<file path="config.mk">
export PLATFORM = sky130hd
export DESIGN_NAME = line_burst_adaptor_flat
export DESIGN_NICKNAME = d
export VERILOG_FILES = /design/src/rtl/cache_types_pkg.sv /design/src/rtl/line_burst_adaptor_if.sv /design/src/rtl/burst_beat_counter.sv /design/src/rtl/line_burst_adaptor.sv /design/src/flat_wrapper.sv
export SDC_FILE = /design/constraint.sdc
export NUM_CORES = 1
export LEC_CHECK = 0
export BUFFER_PORTS_ARGS = -buffer_cell sky130_fd_sc_hd__buf_2
export CAP_MARGIN = 20
export CORE_AREA = 10 10 269 271
export DETAILED_ROUTE_END_ITERATION = 16
export DIE_AREA = 0 0 279 281
export PLACE_DENSITY_LB_ADDON = 0.1
export SYNTH_ARGS = -nofsm -noshare
export SYNTH_HDL_FRONTEND = slang
export SYNTH_SLANG_ARGS = --single-unit
</file>
<file path="constraint.sdc">
create_clock -name clk -period 4.7 [get_ports clk]
set_input_delay 1.175 -clock clk [delete_from_list [all_inputs] [get_ports clk]]
set_output_delay 1.175 -clock clk [all_outputs]
set_load 0.02 [all_outputs]
</file>
<file path="src/rtl/cache_types_pkg.sv">
// Shared cacheline/burst types and adaptor state encoding.
// No ports; imported by the adaptor, its interfaces and the counter.
package cache_types_pkg;

  localparam int LINE_WIDTH  = 256;
  localparam int BURST_WIDTH = 64;
  localparam int ADDR_WIDTH  = 32;
  localparam int BEATS       = LINE_WIDTH / BURST_WIDTH;
  localparam int CNT_W       = $clog2(BEATS);
  localparam int OFFSET_BITS = $clog2(LINE_WIDTH / 8);

  typedef logic [LINE_WIDTH-1:0]  line_t;
  typedef logic [BURST_WIDTH-1:0] burst_t;
  typedef logic [ADDR_WIDTH-1:0]  addr_t;

  typedef enum logic [1:0] {
    S_IDLE,
    S_READ,
    S_WRITE,
    S_DONE
  } adaptor_state_t;

  function automatic addr_t line_align(input addr_t a);
    return {a[ADDR_WIDTH-1:OFFSET_BITS], {OFFSET_BITS{1'b0}}};
  endfunction

endpackage

</file>
<file path="src/rtl/line_burst_adaptor_if.sv">
// Cache-side line request bus and memory-side burst bus.
// cache_line_if: master = cache, slave = adaptor.
// mem_burst_if:  master = adaptor, slave = memory.
import cache_types_pkg::*;

interface cache_line_if;
  line_t line_i;
  line_t line_o;
  addr_t address_i;
  logic  read_i;
  logic  write_i;
  logic  resp_o;

  modport master (
    output line_i, address_i, read_i, write_i,
    input  line_o, resp_o
  );
  modport slave (
    input  line_i, address_i, read_i, write_i,
    output line_o, resp_o
  );
endinterface

interface mem_burst_if;
  burst_t burst_i;
  burst_t burst_o;
  addr_t  address_o;
  logic   read_o;
  logic   write_o;
  logic   resp_i;

  modport master (
    output burst_o, address_o, read_o, write_o,
    input  burst_i, resp_i
  );
  modport slave (
    input  burst_o, address_o, read_o, write_o,
    output burst_i, resp_i
  );
endinterface

</file>
<file path="src/rtl/burst_beat_counter.sv">
// Wrapping up-counter with clear/enable and a last-value flag.
// Ports: clk, rst, clr, en in; cnt, last (cnt == LIMIT-1) out.
module burst_beat_counter #(
  parameter int LIMIT = 4,
  parameter int W     = (LIMIT > 1) ? $clog2(LIMIT) : 1
) (
  input  logic         clk,
  input  logic         rst,
  input  logic         clr,
  input  logic         en,
  output logic [W-1:0] cnt,
  output logic         last
);

  localparam logic [W-1:0] MAX = W'(LIMIT - 1);

  assign last = (cnt == MAX);

  always_ff @(posedge clk) begin
    if (rst || clr) begin
      cnt <= '0;
    end else if (en) begin
      cnt <= last ? '0 : cnt + W'(1);
    end
  end

endmodule

</file>
<file path="src/rtl/line_burst_adaptor.sv">
// Turns one cacheline read/write into a 4-beat memory burst.
// Ports: clk, rst; cache (cache_line_if.slave); mem (mem_burst_if.master);
// error_o watchdog flag, only live with ADAPTOR_TIMEOUT_EN defined.
import cache_types_pkg::*;

module line_burst_adaptor #(
  parameter int TIMEOUT_CYCLES = 1024
) (
  input  logic         clk,
  input  logic         rst,
  cache_line_if.slave  cache,
  mem_burst_if.master  mem,
  output logic         error_o
);

  adaptor_state_t   state;
  line_t            buf_q;
  addr_t            addr_q;
  logic             read_q;
  logic             write_q;
  logic             resp_q;
  logic [CNT_W-1:0] cnt;
  logic             cnt_last;
  logic             in_burst;
  logic             beat;
  logic             timeout;

  assign in_burst = (state == S_READ) || (state == S_WRITE);
  assign beat     = in_burst && mem.resp_i;

  burst_beat_counter #(
    .LIMIT (BEATS)
  ) u_beat_cnt (
    .clk  (clk),
    .rst  (rst),
    .clr  (state == S_IDLE),
    .en   (beat),
    .cnt  (cnt),
    .last (cnt_last)
  );

`ifdef ADAPTOR_TIMEOUT_EN
  localparam int WD_W = (TIMEOUT_CYCLES > 1) ? $clog2(TIMEOUT_CYCLES) : 1;

  logic [WD_W-1:0] wd_cnt;
  logic            wd_last;
  logic            error_q;

  // Counts silent burst cycles; any accepted beat restarts the window.
  burst_beat_counter #(
    .LIMIT (TIMEOUT_CYCLES),
    .W     (WD_W)
  ) u_watchdog (
    .clk  (clk),
    .rst  (rst),
    .clr  ((state == S_IDLE) || mem.resp_i),
    .en   (in_burst),
    .cnt  (wd_cnt),
    .last (wd_last)
  );

  assign timeout = in_burst && wd_last && !mem.resp_i;

  always_ff @(posedge clk) begin
    if (rst) begin
      error_q <= 1'b0;
    end else if (timeout) begin
      error_q <= 1'b1;
    end
  end

  assign error_o = error_q;
`else
  assign timeout = 1'b0;
  assign error_o = 1'b0;
`endif

  always_ff @(posedge clk) begin
    if (rst) begin
      state   <= S_IDLE;
      buf_q   <= '0;
      addr_q  <= '0;
      read_q  <= 1'b0;
      write_q <= 1'b0;
      resp_q  <= 1'b0;
    end else begin
      unique case (state)
        S_IDLE: begin
          if (cache.write_i) begin
            buf_q   <= cache.line_i;
            addr_q  <= line_align(cache.address_i);
            write_q <= 1'b1;
            state   <= S_WRITE;
          end else if (cache.read_i) begin
            addr_q <= line_align(cache.address_i);
            read_q <= 1'b1;
            state  <= S_READ;
          end
        end
        S_READ: begin
          if (mem.resp_i) begin
            buf_q[cnt*BURST_WIDTH +: BURST_WIDTH] <= mem.burst_i;
          end
          if (timeout || (mem.resp_i && cnt_last)) begin
            read_q <= 1'b0;
            resp_q <= 1'b1;
            state  <= S_DONE;
          end
        end
        S_WRITE: begin
          if (timeout || (mem.resp_i && cnt_last)) begin
            write_q <= 1'b0;
            resp_q  <= 1'b1;
            state   <= S_DONE;
          end
        end
        S_DONE: begin
          resp_q <= 1'b0;
          state  <= S_IDLE;
        end
        default: begin
          state <= S_IDLE;
        end
      endcase
    end
  end

  // read_q/write_q are high exactly while in the matching burst state.
  assign mem.read_o    = read_q;
  assign mem.write_o   = write_q;
  assign mem.address_o = (read_q || write_q) ? addr_q : '0;
  assign mem.burst_o   = write_q ? buf_q[cnt*BURST_WIDTH +: BURST_WIDTH] : '0;
  assign cache.resp_o  = resp_q;
  assign cache.line_o  = resp_q ? buf_q : '0;

endmodule

</file>
<file path="src/flat_wrapper.sv">
// flat-port wrapper written by rule: the top's interface ports become plain ports
module line_burst_adaptor_flat 
#(
  parameter int TIMEOUT_CYCLES = 1024
)
  (clk, rst, error_o, cache_line_i, cache_address_i, cache_read_i, cache_write_i, cache_line_o, cache_resp_o, mem_burst_o, mem_address_o, mem_read_o, mem_write_o, mem_burst_i, mem_resp_i);
  cache_line_if cache_i ();
  mem_burst_if mem_i ();
  input  logic clk;
  input  logic rst;
  output logic error_o;
  input wire logic [$bits(cache_i.line_i)-1:0] cache_line_i;
  input wire logic [$bits(cache_i.address_i)-1:0] cache_address_i;
  input wire logic [$bits(cache_i.read_i)-1:0] cache_read_i;
  input wire logic [$bits(cache_i.write_i)-1:0] cache_write_i;
  output wire logic [$bits(cache_i.line_o)-1:0] cache_line_o;
  output wire logic [$bits(cache_i.resp_o)-1:0] cache_resp_o;
  output wire logic [$bits(mem_i.burst_o)-1:0] mem_burst_o;
  output wire logic [$bits(mem_i.address_o)-1:0] mem_address_o;
  output wire logic [$bits(mem_i.read_o)-1:0] mem_read_o;
  output wire logic [$bits(mem_i.write_o)-1:0] mem_write_o;
  input wire logic [$bits(mem_i.burst_i)-1:0] mem_burst_i;
  input wire logic [$bits(mem_i.resp_i)-1:0] mem_resp_i;
  assign cache_i.line_i = cache_line_i;
  assign cache_i.address_i = cache_address_i;
  assign cache_i.read_i = cache_read_i;
  assign cache_i.write_i = cache_write_i;
  assign cache_line_o = cache_i.line_o;
  assign cache_resp_o = cache_i.resp_o;
  assign mem_burst_o = mem_i.burst_o;
  assign mem_address_o = mem_i.address_o;
  assign mem_read_o = mem_i.read_o;
  assign mem_write_o = mem_i.write_o;
  assign mem_i.burst_i = mem_burst_i;
  assign mem_i.resp_i = mem_resp_i;
  line_burst_adaptor #(.TIMEOUT_CYCLES(TIMEOUT_CYCLES)) u_core (.clk(clk), .rst(rst), .cache(cache_i), .mem(mem_i), .error_o(error_o));
endmodule
</file>
==> results.json <==
{
  "final_core_util_pct": 36.2,
  "synth_edf_count": 0,
  "p_per_area_nw_per_um2": 619,
  "grtUsageMet2_pct": 43.6,
  "clock_skew_ns": 0.0125,
  "hold_viol_final": 0,
  "yosys.area.top_type": "dfxtp_1",
  "gp_congestion": 0.872,
  "synth_area_um2": 19100,
  "hold_class": "flop to flop",
  "drtIter0Drc": 1622,
  "area_delta_synth_final_pct": 26.7,
  "ios": 713,
  "wl_per_cell_um": 29.2,
  "cts_sinks": 290,
  "worstPathCellList": "buf_4 > mux4_2 > and2_1 > buf_2",
  "hold_slack_ns": 0.449,
  "critPathCapture": "mem_burst_o[32]",
  "cts_buffers": 38,
  "vias": 20206,
  "r2r_start": "u_core.u_beat_cnt.cnt[1]",
  "core_um2": 66800,
  "crit_type": "flop to primary output",
  "grt_pass1_wl_um": 149000,
  "ys_top_cells_by_area": "dfxtp_1 30%, and2_1 11%, a311oi_2 10%",
  "drv_slew": 0,
  "routed_wl_um": 104000,
  "portBuffers": 701,
  "start_util_pct": 28.6,
  "holdBufCountCts": 0,
  "avgViaCountPerCell": 5.67,
  "yosysTopAreaCellShare_pct": 30.4,
  "start_kind": "flop",
  "ys.flop_type": "dfxtp_1",
  "tritoncts": "yes",
  "critPathLaunch": "u_core.u_beat_cnt.cnt[0]",
  "ys_async_sr_fraction_pct": 0,
  "required_ns": 3.52,
  "drt_pre_antenna_iters": 6,
  "tightest_slew_ns": 1.12,
  "totalNegativeSetupSlack_ns": 0,
  "yosysWarnings": 0,
  "final_nets": 3023,
  "die_y_um": 281,
  "synthCells": 2149,
  "ys_seq_elements": 290,
  "clockBufferDepth": 3,
  "critPathMaxStageDelay_ns": 0.79,
  "grt_setup_unrepaired": "no",
  "critPathMaxFanout": 31,
  "crit_arrival_ns": 2.68,
  "grt_max_degree": 126,
  "die_area_um2": 78400,
  "cts_resized": 0,
  "rr_endpoint": "u_core.buf_q[145]",
  "status": "complete, no violations",
  "htreeDepth": 2,
  "ir_drop_v": 0.000488,
  "grt.total_usage_pct": 25.2,
  "post_cts_buffers": 0,
  "avgSynthCellArea_um2": 8.88,
  "fin_crit_ns": 3.86,
  "antenna_left": 0,
  "die_x_um": 279,
  "r2r_slack_ns": 1.44,
  "root_buffer": "clkbuf_16",
  "ys_top_cells_by_count": "324 x and2_1, 290 x dfxtp_1, 288 x a21oi_1",
  "insertion_delay_ns": 0.56,
  "end_kind": "primary output",
  "grt_util_met1_pct": 30.7,
  "maxSlewHeadroom_pct": 25.0,
  "timing.fmax_mhz": 259,
  "reg2reg_depth": 6,
  "clkSlewWorstSetupHoldPaths_ns": 0.06,
  "antenna_found_initial": 18,
  "yosysMostFrequentCell": "and2_1",
  "route.detailed.drc": 0,
  "setup_viol": 0,
  "overflow": 0,
  "cap_violations": 0,
  "yosys.cell_types.count": 35,
  "fp-row-count": 95,
  "grt_use_met3_pct": 5.29,
  "power_mw": 15.0,
  "min_period_over_period_pct": 82.0,
  "synth-seq-area-share_pct": 30.4,
  "grt_pass1_vias": 20676,
  "hpwl_um": 69800,
  "cp_slowest_cell": "dfxtp_4",
  "drive_above_1_share_pct": 38.1,
  "grt.busiest_layer": "met2",
  "leakage_nw": 9.87
}
-- metrics by stage --
| step | setup slack [ns] | cells | instance area [um^2] |
|---|---|---|---|
| after detailed placement | 1.26 | 3486 | 22900 |
| after floorplan | 1.96 | 2154 | 19100 |
| final | 0.844 | 3566 | 24200 |
| after global placement | 1.28 | 3486 | 22900 |
| after global routing | 0.718 | 3563 | 24200 |
| after CTS | 0.775 | 3551 | 24100 |
-- cell usage in the layout (no fill, tap or decap), drive strengths merged, types with 6 or more instances in the layout --
cell type,n
ha,10
diode,12
dfxtp,290
mux4,64
nand3,122
inv,6
a21oi,288
conb,6
nand4,129
nor2b,30
clkbuf,57
nand3b,9
nand2b,256
and2,324
a311oi,258
nand2,58
buf,743
-- registers in the layout (all words and copies together), names as in the netlist --
name and count:
u_core.buf_q 256, u_core.mem.read_o 1, u_core.state 2, u_core.u_beat_cnt.cnt 2, u_core.mem.write_o 1, u_core.addr_q 27, u_core.cache.resp_o 1
-- per-layer routing --
metal / vias up / share of wire, %
met5: - / 0.062
li1: 8944 / -
met2: 918 / 50
met3: 149 / 6.9
met1: 10183 / 41
met4: 12 / 2.6
-- kinds of logic after synthesis --
group / share of synthesized area [%]
buf+inv: 7.74
fa+ha+maj: 0.655
other cells: 0.0196
compound gates: 24.1
simple gates: 29.3
mux: 7.79
flops: 30.4
-- power by group --
group	switching, mW	internal, mW	leakage [nW]	total (mW)
clock	1.21	1.77	0.618	2.99
combinational	4.80	2.88	6.85	7.68
sequential	0.932	3.38	2.40	4.31
-- area by class of cell --
| class | count | area (um^2) |
|---|---|---|
| repair buffers | 743 | 4030 |
| multi-input cells | 1578 | 12000 |
| diodes | 12 | 30.0 |
| clock buffers | 57 | 1170 |
| flip-flops and latches | 290 | 5820 |
| well taps | 873 | 1090 |
| clock inverters | 8 | 71.3 |
| fillers | 7056 | 42600 |
| inverters | 5 | 18.8 |
-- worst min path at each step --
stage / start / to / slack, ns / cells past startpoint
floorplan: u_core.addr_q[10] / u_core.addr_q[10] / 0.43 / 2
global placement: u_core.addr_q[27] / u_core.addr_q[27] / 0.44 / 2
detailed placement: u_core.addr_q[9] / u_core.addr_q[9] / 0.44 / 2
CTS: u_core.addr_q[9] / u_core.addr_q[9] / 0.45 / 2
global route: u_core.addr_q[24] / u_core.addr_q[24] / 0.46 / 2
finish: u_core.addr_q[29] / u_core.addr_q[29] / 0.45 / 2
-- critical path, delay by kind of cell (launching register included) --
family                 cells  cell delay, ns
flip-flops                 1            0.79
buffers and inverters      2            0.58
multiplexers               1            0.55
AND/OR/NAND/NOR            1            0.20
Power figures use the tool's default switching activity.
